## config.mk

```make
export PLATFORM = sky130hd
export DESIGN_NAME = wb_stream_writer
export DESIGN_NICKNAME = d
export VERILOG_FILES = /design/src/rtl/wb_stream_writer_pkg.sv /design/src/rtl/wb_stream_writer_fifo.sv /design/src/rtl/wb_stream_writer.sv
export SDC_FILE = /design/constraint.sdc
export NUM_CORES = 2
export LEC_CHECK = 0
export CELL_PAD_IN_SITES_DETAIL_PLACEMENT = 1
export CELL_PAD_IN_SITES_GLOBAL_PLACEMENT = 2
export CORE_UTILIZATION = 45
export CTS_BUF_LIST = sky130_fd_sc_hd__clkbuf_16
export DETAILED_ROUTE_END_ITERATION = 12
export GPL_ROUTABILITY_DRIVEN = 0
export PLACE_DENSITY = 0.91
export REMOVE_ABC_BUFFERS = 1
export SLEW_MARGIN = 20
export SYNTH_ARGS = -nofsm -noshare
export SYNTH_HDL_FRONTEND = slang
export SYNTH_SLANG_ARGS = --single-unit
```

## constraint.sdc

```tcl
create_clock -name clk -period 7.7 [get_ports clk]
set_clock_uncertainty 0.15 [all_clocks]
set_input_delay 1.54 -clock clk [delete_from_list [all_inputs] [get_ports clk]]
set_output_delay 1.54 -clock clk [all_outputs]
set_load 0.02 [all_outputs]
```

## src/rtl/wb_stream_writer_pkg.sv

```systemverilog
// Shared constants for the memory-to-stream DMA: register map, CSR bits, CTI codes, FSM states.
package wb_stream_writer_pkg;

  localparam logic [4:0] REG_CSR        = 5'h00;
  localparam logic [4:0] REG_START_ADDR = 5'h04;
  localparam logic [4:0] REG_BUF_SIZE   = 5'h08;
  localparam logic [4:0] REG_BURST_SIZE = 5'h0C;

  localparam int unsigned CSR_BUSY = 0;
  localparam int unsigned CSR_IRQ  = 1;
  localparam int unsigned CSR_ERR  = 2;

  localparam logic [2:0] CTI_INC = 3'b010;
  localparam logic [2:0] CTI_EOB = 3'b111;

  typedef enum logic [1:0] {
    StIdle,
    StWait,
    StBurst,
    StDone
  } state_e;

endpackage

```

## src/rtl/wb_stream_writer_fifo.sv

```systemverilog
// First-word-fall-through FIFO, depth 2**AW, with occupancy and free-slot outputs and a flush.
module wb_stream_writer_fifo #(
  parameter int unsigned DW = 32,
  parameter int unsigned AW = 5
) (
  input  logic          clk,
  input  logic          rst_n,
  input  logic          flush_i,
  input  logic          push_i,
  input  logic [DW-1:0] data_i,
  input  logic          pop_i,
  output logic [DW-1:0] data_o,
  output logic          empty_o,
  output logic [AW:0]   count_o,
  output logic [AW:0]   free_o
);

  localparam int unsigned Depth = 2**AW;

  logic [DW-1:0] mem_q [Depth];
  logic [AW-1:0] wr_ptr_q, rd_ptr_q;
  logic [AW:0]   count_q;
  logic          full, push_ok, pop_ok;

  assign full    = (count_q == (AW+1)'(Depth));
  assign empty_o = (count_q == '0);
  // A full FIFO still takes a push when the head leaves in the same cycle.
  assign push_ok = push_i & (~full | pop_i);
  assign pop_ok  = pop_i & ~empty_o;
  assign data_o  = mem_q[rd_ptr_q];
  assign count_o = count_q;
  assign free_o  = (AW+1)'(Depth) - count_q;

  always_ff @(posedge clk or negedge rst_n) begin
    if (!rst_n) begin
      wr_ptr_q <= '0;
      rd_ptr_q <= '0;
      count_q  <= '0;
    end else if (flush_i) begin
      wr_ptr_q <= '0;
      rd_ptr_q <= '0;
      count_q  <= '0;
    end else begin
      if (push_ok) wr_ptr_q <= wr_ptr_q + 1'b1;
      if (pop_ok)  rd_ptr_q <= rd_ptr_q + 1'b1;
      count_q <= count_q + (AW+1)'(push_ok) - (AW+1)'(pop_ok);
    end
  end

  always_ff @(posedge clk) begin
    if (push_ok && !flush_i) mem_q[wr_ptr_q] <= data_i;
  end

endmodule

```

## src/rtl/wb_stream_writer.sv

```systemverilog
// Wishbone burst-reading DMA feeding a valid/ready stream through a local FIFO.
// Bus-error abort is enabled by defining WB_STREAM_WRITER_ERR_EN.
module wb_stream_writer
  import wb_stream_writer_pkg::*;
#(
  parameter int unsigned WB_AW         = 32,
  parameter int unsigned WB_DW         = 32,
  parameter int unsigned FIFO_AW       = 5,
  parameter int unsigned MAX_BURST_LEN = 32
) (
  input  logic               clk,
  input  logic               rst_n,
  output logic [WB_AW-1:0]   wbm_adr_o,
  output logic [WB_DW-1:0]   wbm_dat_o,
  output logic [WB_DW/8-1:0] wbm_sel_o,
  output logic               wbm_we_o,
  output logic               wbm_cyc_o,
  output logic               wbm_stb_o,
  output logic [2:0]         wbm_cti_o,
  output logic [1:0]         wbm_bte_o,
  input  logic [WB_DW-1:0]   wbm_dat_i,
  input  logic               wbm_ack_i,
  input  logic               wbm_err_i,
  input  logic [4:0]         wbs_adr_i,
  input  logic [31:0]        wbs_dat_i,
  input  logic [3:0]         wbs_sel_i,
  input  logic               wbs_we_i,
  input  logic               wbs_cyc_i,
  input  logic               wbs_stb_i,
  input  logic [2:0]         wbs_cti_i,
  input  logic [1:0]         wbs_bte_i,
  output logic [31:0]        wbs_dat_o,
  output logic               wbs_ack_o,
  output logic               wbs_err_o,
  output logic [WB_DW-1:0]   stream_m_data_o,
  output logic               stream_m_valid_o,
  input  logic               stream_m_ready_i,
  output logic               irq_o
);

  localparam int unsigned WSB     = WB_DW / 8;
  localparam int unsigned WsbLog2 = $clog2(WSB);

  state_e      state_q, state_d;
  logic        busy_q, busy_d, irq_q, irq_d, err_q, err_d, wbs_ack_q;
  logic [31:0] start_addr_q, start_addr_d, buf_size_q, buf_size_d, burst_size_q, burst_size_d;
  logic [31:0] fetched_q, fetched_d, beat_q, beat_d, blen_q, blen_d;
  logic [31:0] words_total, remaining, burst_lim, blen;
  logic        wbs_req, wbs_wr, csr_wr, start, irq_clr, irq_set, last_beat, cyc;
  logic        fifo_push, fifo_pop, fifo_flush, fifo_empty;
  logic [FIFO_AW:0] fifo_count, fifo_free;
  logic        unused_inputs;

  assign unused_inputs = ^{wbs_sel_i, wbs_cti_i, wbs_bte_i};

  assign wbs_req = wbs_cyc_i & wbs_stb_i & ~wbs_ack_q;
  assign wbs_wr  = wbs_req & wbs_we_i;
  assign csr_wr  = wbs_wr && (wbs_adr_i == REG_CSR);
  assign start   = csr_wr & wbs_dat_i[CSR_BUSY] & ~busy_q;
  assign irq_clr = csr_wr & wbs_dat_i[CSR_IRQ];

  assign words_total = buf_size_q >> WsbLog2;
  assign remaining   = words_total - fetched_q;
  assign burst_lim   = (burst_size_q > MAX_BURST_LEN) ? MAX_BURST_LEN : burst_size_q;
  assign blen        = (burst_lim < remaining) ? burst_lim : remaining;
  assign last_beat   = (beat_q == blen_q - 32'd1);
  assign fifo_pop    = stream_m_valid_o & stream_m_ready_i;

  always_comb begin
    state_d      = state_q;
    busy_d       = busy_q;
    err_d        = err_q;
    start_addr_d = start_addr_q;
    buf_size_d   = buf_size_q;
    burst_size_d = burst_size_q;
    fetched_d    = fetched_q;
    beat_d       = beat_q;
    blen_d       = blen_q;
    fifo_push    = 1'b0;
    fifo_flush   = 1'b0;
    irq_set      = 1'b0;
    cyc          = 1'b0;
    wbm_cti_o    = 3'b000;

    if (wbs_wr && !busy_q) begin
      unique case (wbs_adr_i)
        REG_START_ADDR: start_addr_d = wbs_dat_i;
        REG_BUF_SIZE:   buf_size_d   = wbs_dat_i;
        REG_BURST_SIZE: burst_size_d = wbs_dat_i;
        default: ;
      endcase
    end

    unique case (state_q)
      StIdle: begin
        if (start) begin
          busy_d    = 1'b1;
          err_d     = 1'b0;
          fetched_d = '0;
          state_d   = StWait;
        end
      end
      StWait: begin
        // Only launch a burst the FIFO can absorb entirely.
        if (32'(fifo_free) >= blen) begin
          blen_d  = blen;
          beat_d  = '0;
          state_d = StBurst;
        end
      end
      StBurst: begin
        cyc       = 1'b1;
        wbm_cti_o = last_beat ? CTI_EOB : CTI_INC;
`ifdef WB_STREAM_WRITER_ERR_EN
        if (wbm_err_i) begin
          fifo_flush = 1'b1;
          err_d      = 1'b1;
          irq_set    = 1'b1;
          busy_d     = 1'b0;
          state_d    = StIdle;
        end else
`endif
        if (wbm_ack_i && !wbm_err_i) begin
          fifo_push = 1'b1;
          fetched_d = fetched_q + 32'd1;
          beat_d    = beat_q + 32'd1;
          if (last_beat) state_d = (fetched_q + 32'd1 == words_total) ? StDone : StWait;
        end
      end
      StDone: begin
        if (fifo_empty || (fifo_count == (FIFO_AW+1)'(1) && fifo_pop)) begin
          irq_set = 1'b1;
          busy_d  = 1'b0;
          state_d = StIdle;
        end
      end
      default: state_d = StIdle;
    endcase

    irq_d = irq_set ? 1'b1 : (irq_clr ? 1'b0 : irq_q);
  end

  always_ff @(posedge clk or negedge rst_n) begin
    if (!rst_n) begin
      state_q      <= StIdle;
      busy_q       <= 1'b0;
      irq_q        <= 1'b0;
      err_q        <= 1'b0;
      wbs_ack_q    <= 1'b0;
      start_addr_q <= '0;
      buf_size_q   <= '0;
      burst_size_q <= '0;
      fetched_q    <= '0;
      beat_q       <= '0;
      blen_q       <= '0;
    end else begin
      state_q      <= state_d;
      busy_q       <= busy_d;
      irq_q        <= irq_d;
      err_q        <= err_d;
      wbs_ack_q    <= wbs_req;
      start_addr_q <= start_addr_d;
      buf_size_q   <= buf_size_d;
      burst_size_q <= burst_size_d;
      fetched_q    <= fetched_d;
      beat_q       <= beat_d;
      blen_q       <= blen_d;
    end
  end

  always_comb begin
    wbs_dat_o = '0;
    unique case (wbs_adr_i)
      REG_CSR:        wbs_dat_o = {29'd0, err_q, irq_q, busy_q};
      REG_START_ADDR: wbs_dat_o = start_addr_q;
      REG_BUF_SIZE:   wbs_dat_o = buf_size_q;
      REG_BURST_SIZE: wbs_dat_o = burst_size_q;
      default: ;
    endcase
  end

  wb_stream_writer_fifo #(
    .DW (WB_DW),
    .AW (FIFO_AW)
  ) u_fifo (
    .clk     (clk),
    .rst_n   (rst_n),
    .flush_i (fifo_flush),
    .push_i  (fifo_push),
    .data_i  (wbm_dat_i),
    .pop_i   (fifo_pop),
    .data_o  (stream_m_data_o),
    .empty_o (fifo_empty),
    .count_o (fifo_count),
    .free_o  (fifo_free)
  );

  assign wbm_adr_o        = WB_AW'(start_addr_q) + (WB_AW'(fetched_q) << WsbLog2);
  assign wbm_dat_o        = '0;
  assign wbm_sel_o        = '1;
  assign wbm_we_o         = 1'b0;
  assign wbm_cyc_o        = cyc;
  assign wbm_stb_o        = cyc;
  assign wbm_bte_o        = 2'b00;
  assign wbs_ack_o        = wbs_ack_q;
  assign wbs_err_o        = 1'b0;
  assign stream_m_valid_o = ~fifo_empty;
  assign irq_o            = irq_q;

endmodule

```

### Word level (Yosys, flattened, before mapping)

Memory sizes are Yosys's and may differ from the RTL's.
Cells that the tools add are included.

* memories: 1
* bits in writable memories: 1024
* input port bits: 86
* bits in registers: 213

* bitwise gates (word level): 14
* reductions and logical operators: 22
* $lt $le $gt $ge: 3
* muxes and demuxes: 30
* eq/ne operators: 15
* add/subtract/negate cells: 10

Memory list
* u_fifo.mem_q: depth 32, width 32, read ports 1, clocked after Yosys merged registers in 0, wr ports 1, RTL line wb_stream_writer_fifo.sv:20 `logic [DW-1:0] mem_q [Depth];`

Operator list (count)
* 2-to-1 mux 32 bit: 6
* one-hot mux 32 bit (2 select lines): 2
* one-hot mux 32 bit (4 select lines): 1
* adder 32 x 1 -> 32 bit, second input constant: 2
* adder 32 bit: 1
* == test 32 x 30 -> 1 bit: 1
* == test 32 bit: 1
* greater-or-equal comparator 6 x 32 -> 1 bit: 1
* > comparator 32 x 6 -> 1 bit, second input constant: 1
* < comparator 32 bit: 1
* subtractor 30 x 32 -> 32 bit: 1
* subtractor 32 x 1 -> 32 bit, second input constant: 1
* 2-to-1 mux 2 bit: 6
* 2-to-1 mux 1 bit: 11
* adder 5 x 1 -> 5 bit, second input constant: 2
* == test 5 x 4 -> 1 bit, second input constant: 2
* inequality test 2 bit, second input constant: 5
* bitwise AND 1 bit: 9
* AND reduction 3 bit: 3
* one-hot mux 2 bit (4 select lines): 1
* AND reduction 2 bit: 4
* nonzero test 2 bit: 4
* adder 6 x 1 -> 6 bit: 1
* == test 6 x 1 -> 1 bit, second input constant: 1
* 17 further kinds: 26

### Logic depth before layout (Yosys ltp)

* depth after elaboration: 8
* mapped depth: 34
* depth with buffers taken out: 31

### Hierarchy

From an unflattened synthesis, not the netlist that was laid out.

* cell total of the unflattened synthesis: 3616
* area total of the unflattened synthesis: 55431.9 µm²

Modules (own cells, without submodules)
* wb_stream_writer_fifo: area an instance 39995.9 µm², times used 1, cells each 1835
* wb_stream_writer: area an instance 15436.1 µm², times used 1, cells each 1781

### Least setup slack after synthesis

OpenSTA, ideal clock, no wires.

* path type: reg-to-reg
* start point: register fetched_q[8]
* end point: register blen_q[3]
* data required time: 7471 ps
* path buffers: 4
* arrival: 6516 ps
* stages on the path, launching flop included: 31
* clock period less this slack: 6745 ps
* setup time: 79 ps
* slack: 955 ps
* cell sequence: dfrtp_1 -> clkbuf_1 -> inv_1 -> ha_1 -> clkbuf_1 -> a211o_1 -> a221o_1 -> o21ai_0 -> and3_1 -> a21boi_0 -> or2_2 -> ha_1 -> nand4_1 -> nor2_1 -> a31oi_1 -> o22ai_1 -> o311ai_1 -> clkbuf_1 -> a21oi_1 -> ha_1 -> a21o_1 -> a21o_1 -> a21oi_1 -> o21ai_0 -> and3_1 -> nand4_1 -> nor4_1 -> nand4_1 -> nand2_1 -> buf_2 -> mux2i_1

* longest elaborated chain between the ends: 5

Ends and longest elaborated chain
* start: declaration: RTL line wb_stream_writer.sv:47 `logic [31:0] fetched_q, fetched_d, beat_q, beat_d, blen_q, blen_d;`
* start signal: assignment: RTL line wb_stream_writer.sv:165 `fetched_q <= fetched_d;`
* subtractor 30 x 32 -> 32 bit *: RTL line wb_stream_writer.sv:63 `assign remaining = words_total - fetched_q;`
* < comparator 32 bit: RTL line wb_stream_writer.sv:65 `assign blen = (burst_lim < remaining) ? burst_lim : remaining;`
* 2-to-1 mux 32 bit *: RTL line wb_stream_writer.sv:65
* greater-or-equal comparator 6 x 32 -> 1 bit: RTL line wb_stream_writer.sv:105 `if (32'(fifo_free) >= blen) begin`
* AND reduction 2 bit (no line)
* end signal: assignment: RTL line wb_stream_writer.sv:167 `blen_q <= blen_d;`
* end: declaration: RTL line wb_stream_writer.sv:47

Mark *: on every way between the ends. The rest lies on a longest branch, timed or not.
A chain may end at the register's enable or synchronous reset.

### Final worst setup path

* start point: register fetched_q[0]
* end point: output wbm_adr_o[30]

* longest elaborated chain between the ends: 1

Ends and longest elaborated chain
* adder 32 bit: RTL line wb_stream_writer.sv:198 `assign wbm_adr_o = WB_AW'(start_addr_q) + (WB_AW'(fetched_q) << WsbLog2);`
* end: declaration: RTL line wb_stream_writer.sv:13 `output logic [WB_AW-1:0] wbm_adr_o,`

No other way between the ends.

==> results.md <==
- Area post-placement: 59700 sq um
- Most common cell after layout, fill and taps aside: edfxtp_1
- Required @ worst endpoint: 6.01 ns
- Syn avg cell area: 16.2 sq um
- R2R depth: 32
- Core area: 122000 sq um
- Fillers: 11400
- CTS tree: built
- Total power: 20.8 mW
- Share of cells above drive strength 1: 21.4%
- Yosys warnings: 0
- First-pass detailed-route iteration total: 5
- Synth unique cells: 79
- Reg2reg end: beat_q[14]
- Most used cell, CP: a21oi_1
- Max Root-Sink Buffers: 3
- Max-slew violations: 0
- Headroom to the max-slew limit: 19.6%
- CP arrival: 5.58 ns
- Tot GR Track Use: 25.9%
- Die area: 124000 sq um
- HP Class: flip-flop to flip-flop
- Placed Instances: 5186
- Hold Slack: 0.314 ns
- Mapped cell area: 55400 sq um
- Initial core utilization: 45.4%
- CTS root buf: clkbuf_16
- Worst Hold Path EP: wbs_ack_o
- Hold Startpoint: wbs_ack_o
- Final period util: 94.4%
- Outcome: complete, no violations
- CTS buffer count: 131
- 1st-iter DRT viols: 3323
- R2R Setup Slk: 0.55 ns
- Slew @ Worst Pin: 1.20 ns
- HPWL after DPL: 92900 um
- Routed Antenna Nets: 0
- Clock Sinks: 1237
- Setup Buffers After CTS: 0
- Flops & latches, synth: 1237
- Post-synthesis sequential area ratio: 65.2%
- Final instance area: 64000 sq um
- Ports: 230
- CP Launch Type: flip-flop
- Final Hold Fails: 0
- DRC viols: 0
- RSZ-0062 raised after global routing: no
- Primary FF master, synth: edfxtp_1
- CP Cell Sequence: ha_1 -> inv_1 -> fa_1 -> nor2b_1 -> or4_1 -> a21oi_1 -> o2bb2ai_1 -> o311a_1 -> a311oi_1 -> nor3_1 -> o21ai_0 -> a21o_1 -> a21oi_1 -> xnor2_1 -> clkdlybuf4s50_1
- Clock latency on the worst-skew pair: 0.73 ns
- WHS Path Cells: 1
- Via Count: 33400
- Die Span Y: 353 um
- Final Non-Filler Cells: 5426
- Setup-failing EPs final: 0
- Final core occ: 52.5%
- Final WL: 161000 um
- Clk slew on worst S/H paths: 0.06 ns
- Die width: 353 um
- Via density: 6.15
- Fmax: 138 MHz
- Max-Cap Viols: 0
- Final #Nets: 3901
- Synth async-reset ratio: 17.2%
- Synth Instances: 3421
- Tmin final: 7.27 ns
- Worst Slack Setup Final: 0.428 ns
- Max FO, Critical Path: 6
- Grt ovf: 0
- Port bufs: 180
- VDD IR-drop max: 0.267 mV
- Highest-count cells in the layout ignoring fill and taps: 1024 x edfxtp_1, 320 x mux4_2, 208 x dfrtp_1
- Num rows: 128
- Critical path's slowest cell: clkdlybuf4s50_1
- Static Leak: 22.5 nW
- Worst R2R Start: fetched_q[0]
- EDFF count, synth: 1024
- Area grow syn2layout: 15.6%
- Pin count of the biggest net entering global routing: 143
- CTS HTree Levels: 4
- Setup crit end kind: primary output
- Initial antenna violation count: 9
- Setup Crit Path Kind: flip-flop to primary output
- Power Density: 324 nW/um^2
- Routed WL per cell: 29.7 um
- Vias in the first global route: 34800
- Dpl ws: 0.00509 ns
- First-pass GRT wire length: 237000 um
- TNS Setup: 0 ns
- Max incr delay on CP: 0.62 ns
[cells by family after synthesis]
kind of cell	count (synthesis)	share of synthesized area [%]
compound gates	464	5.38
fa+ha+maj	120	2.75
flops	1237	65.2
buf+inv	279	2.21
mux	460	15.8
xor+xnor	150	2.37
simple gates	709	6.29
other cells	2	0.0136
[sequential cells by signal (all words and copies together) (netlist names)]
name	cells
u_fifo.wr_ptr_q	5
irq_o	1
fetched_q	32
u_fifo.count_o	6
busy_q	1
state_q	2
buf_size_q	32
u_fifo.rd_ptr_q	5
u_fifo.mem_q	1024
wbs_ack_o	1
burst_size_q	32
blen_q	32
start_addr_q	32
beat_q	32
[Yosys cell counts, types with 7 or more instances]
| cell | instances | area share (%) |
|---|---|---|
| o21bai_1 | 10 | 0.14 |
| ha_1 | 117 | 2.6 |
| a22o_1 | 33 | 0.52 |
| a21oi_1 | 106 | 0.96 |
| or3_1 | 22 | 0.25 |
| nand2_1 | 182 | 1.2 |
| mux2i_1 | 13 | 0.23 |
| and3_1 | 48 | 0.54 |
| and2_1 | 14 | 0.16 |
| or2_2 | 9 | 0.10 |
| nor2b_1 | 15 | 0.17 |
| a21o_1 | 26 | 0.35 |
| nand4_1 | 43 | 0.49 |
| nand3b_1 | 9 | 0.12 |
| o21ai_0 | 138 | 1.2 |
| nor3_1 | 55 | 0.50 |
| o21a_1 | 17 | 0.23 |
| a211oi_1 | 14 | 0.19 |
| clkbuf_1 | 123 | 0.83 |
| nor3b_1 | 7 | 0.095 |
| mux2_2 | 127 | 2.6 |
| mux4_2 | 320 | 13 |
| xor2_1 | 57 | 0.90 |
| edfxtp_1 | 1024 | 56 |
| xnor2_1 | 93 | 1.5 |
| buf_4 | 45 | 0.61 |
| o31ai_1 | 10 | 0.14 |
| a211o_1 | 9 | 0.14 |
| o211ai_1 | 13 | 0.18 |
| nor4_1 | 24 | 0.27 |
| dfrtp_1 | 213 | 9.6 |
| inv_1 | 75 | 0.51 |
| buf_1 | 32 | 0.22 |
| a31oi_1 | 27 | 0.31 |
| nand2b_1 | 20 | 0.23 |
| nand3_1 | 65 | 0.59 |
| nor2_1 | 170 | 1.2 |
[worst max path at each step]
stage | from | end | slack [ns] | cells past startpoint
after floorplan | u_fifo.rd_ptr_q[0] | stream_m_data_o[0] | -5.19 | 3
after global placement | fetched_q[1] | beat_q[0] | 0.1 | 33
after CTS | fetched_q[1] | beat_q[14] | 0.13 | 33
after global routing | fetched_q[0] | beat_q[10] | 0.009 | 32
after detailed placement | fetched_q[1] | beat_q[7] | 0.005 | 33
final | fetched_q[0] | wbm_adr_o[30] | 0.43 | 15
[worst max-delay path: cells and delay by family (launching register included)]
kind / cells / cell delay (ns)
and+or+nand+nor: 3 / 1.10
adders and majority gates: 2 / 0.45
DFF: 1 / 0.44
buffers and inverters: 2 / 0.69
AOI/OAI and AO/OA: 7 / 2.05
xor gates and xnor gates: 1 / 0.13
[layout make-up]
| class | instances | area, sq um | share of cell area [%] |
|---|---|---|---|
| sequential | 1237 | 36100 | 56.4 |
| multi-input combinational | 1969 | 18600 | 29.1 |
| clock buffer | 133 | 3330 | 5.20 |
| timing repair buffer | 281 | 2740 | 4.28 |
| tap | 1625 | 2030 | 3.18 |
| clock inverter | 103 | 936 | 1.46 |
| inverter | 75 | 282 | 0.440 |
| antenna | 3 | 7.51 | 0.0117 |
[repair_timing]
item / CTS / global route
resized for setup: 1 / 4
setup endpoints to repair: 12 / 65
hold buffers: 0 / 0
[per-layer routing]
layer | track usage [%] | routed length (um) | up-vias
met5 | 0 | 24 | -
met4 | 9.37 | 5770 | 4
met3 | 4.64 | 12100 | 357
met2 | 43.5 | 80200 | 1621
met1 | 33.8 | 63100 | 17400
li1 | - | - | 14000
[power by group]
group          switching, mW  total [mW]  internal (mW)  leakage (nW)
combinational           3.27        6.34           3.07          8.32
sequential             0.495        8.03           7.53          12.0
clock                   2.82        6.38           3.56          2.17
total                   6.59        20.8           14.2          22.5
No activity file was read; power rests on OpenSTA's default activity.
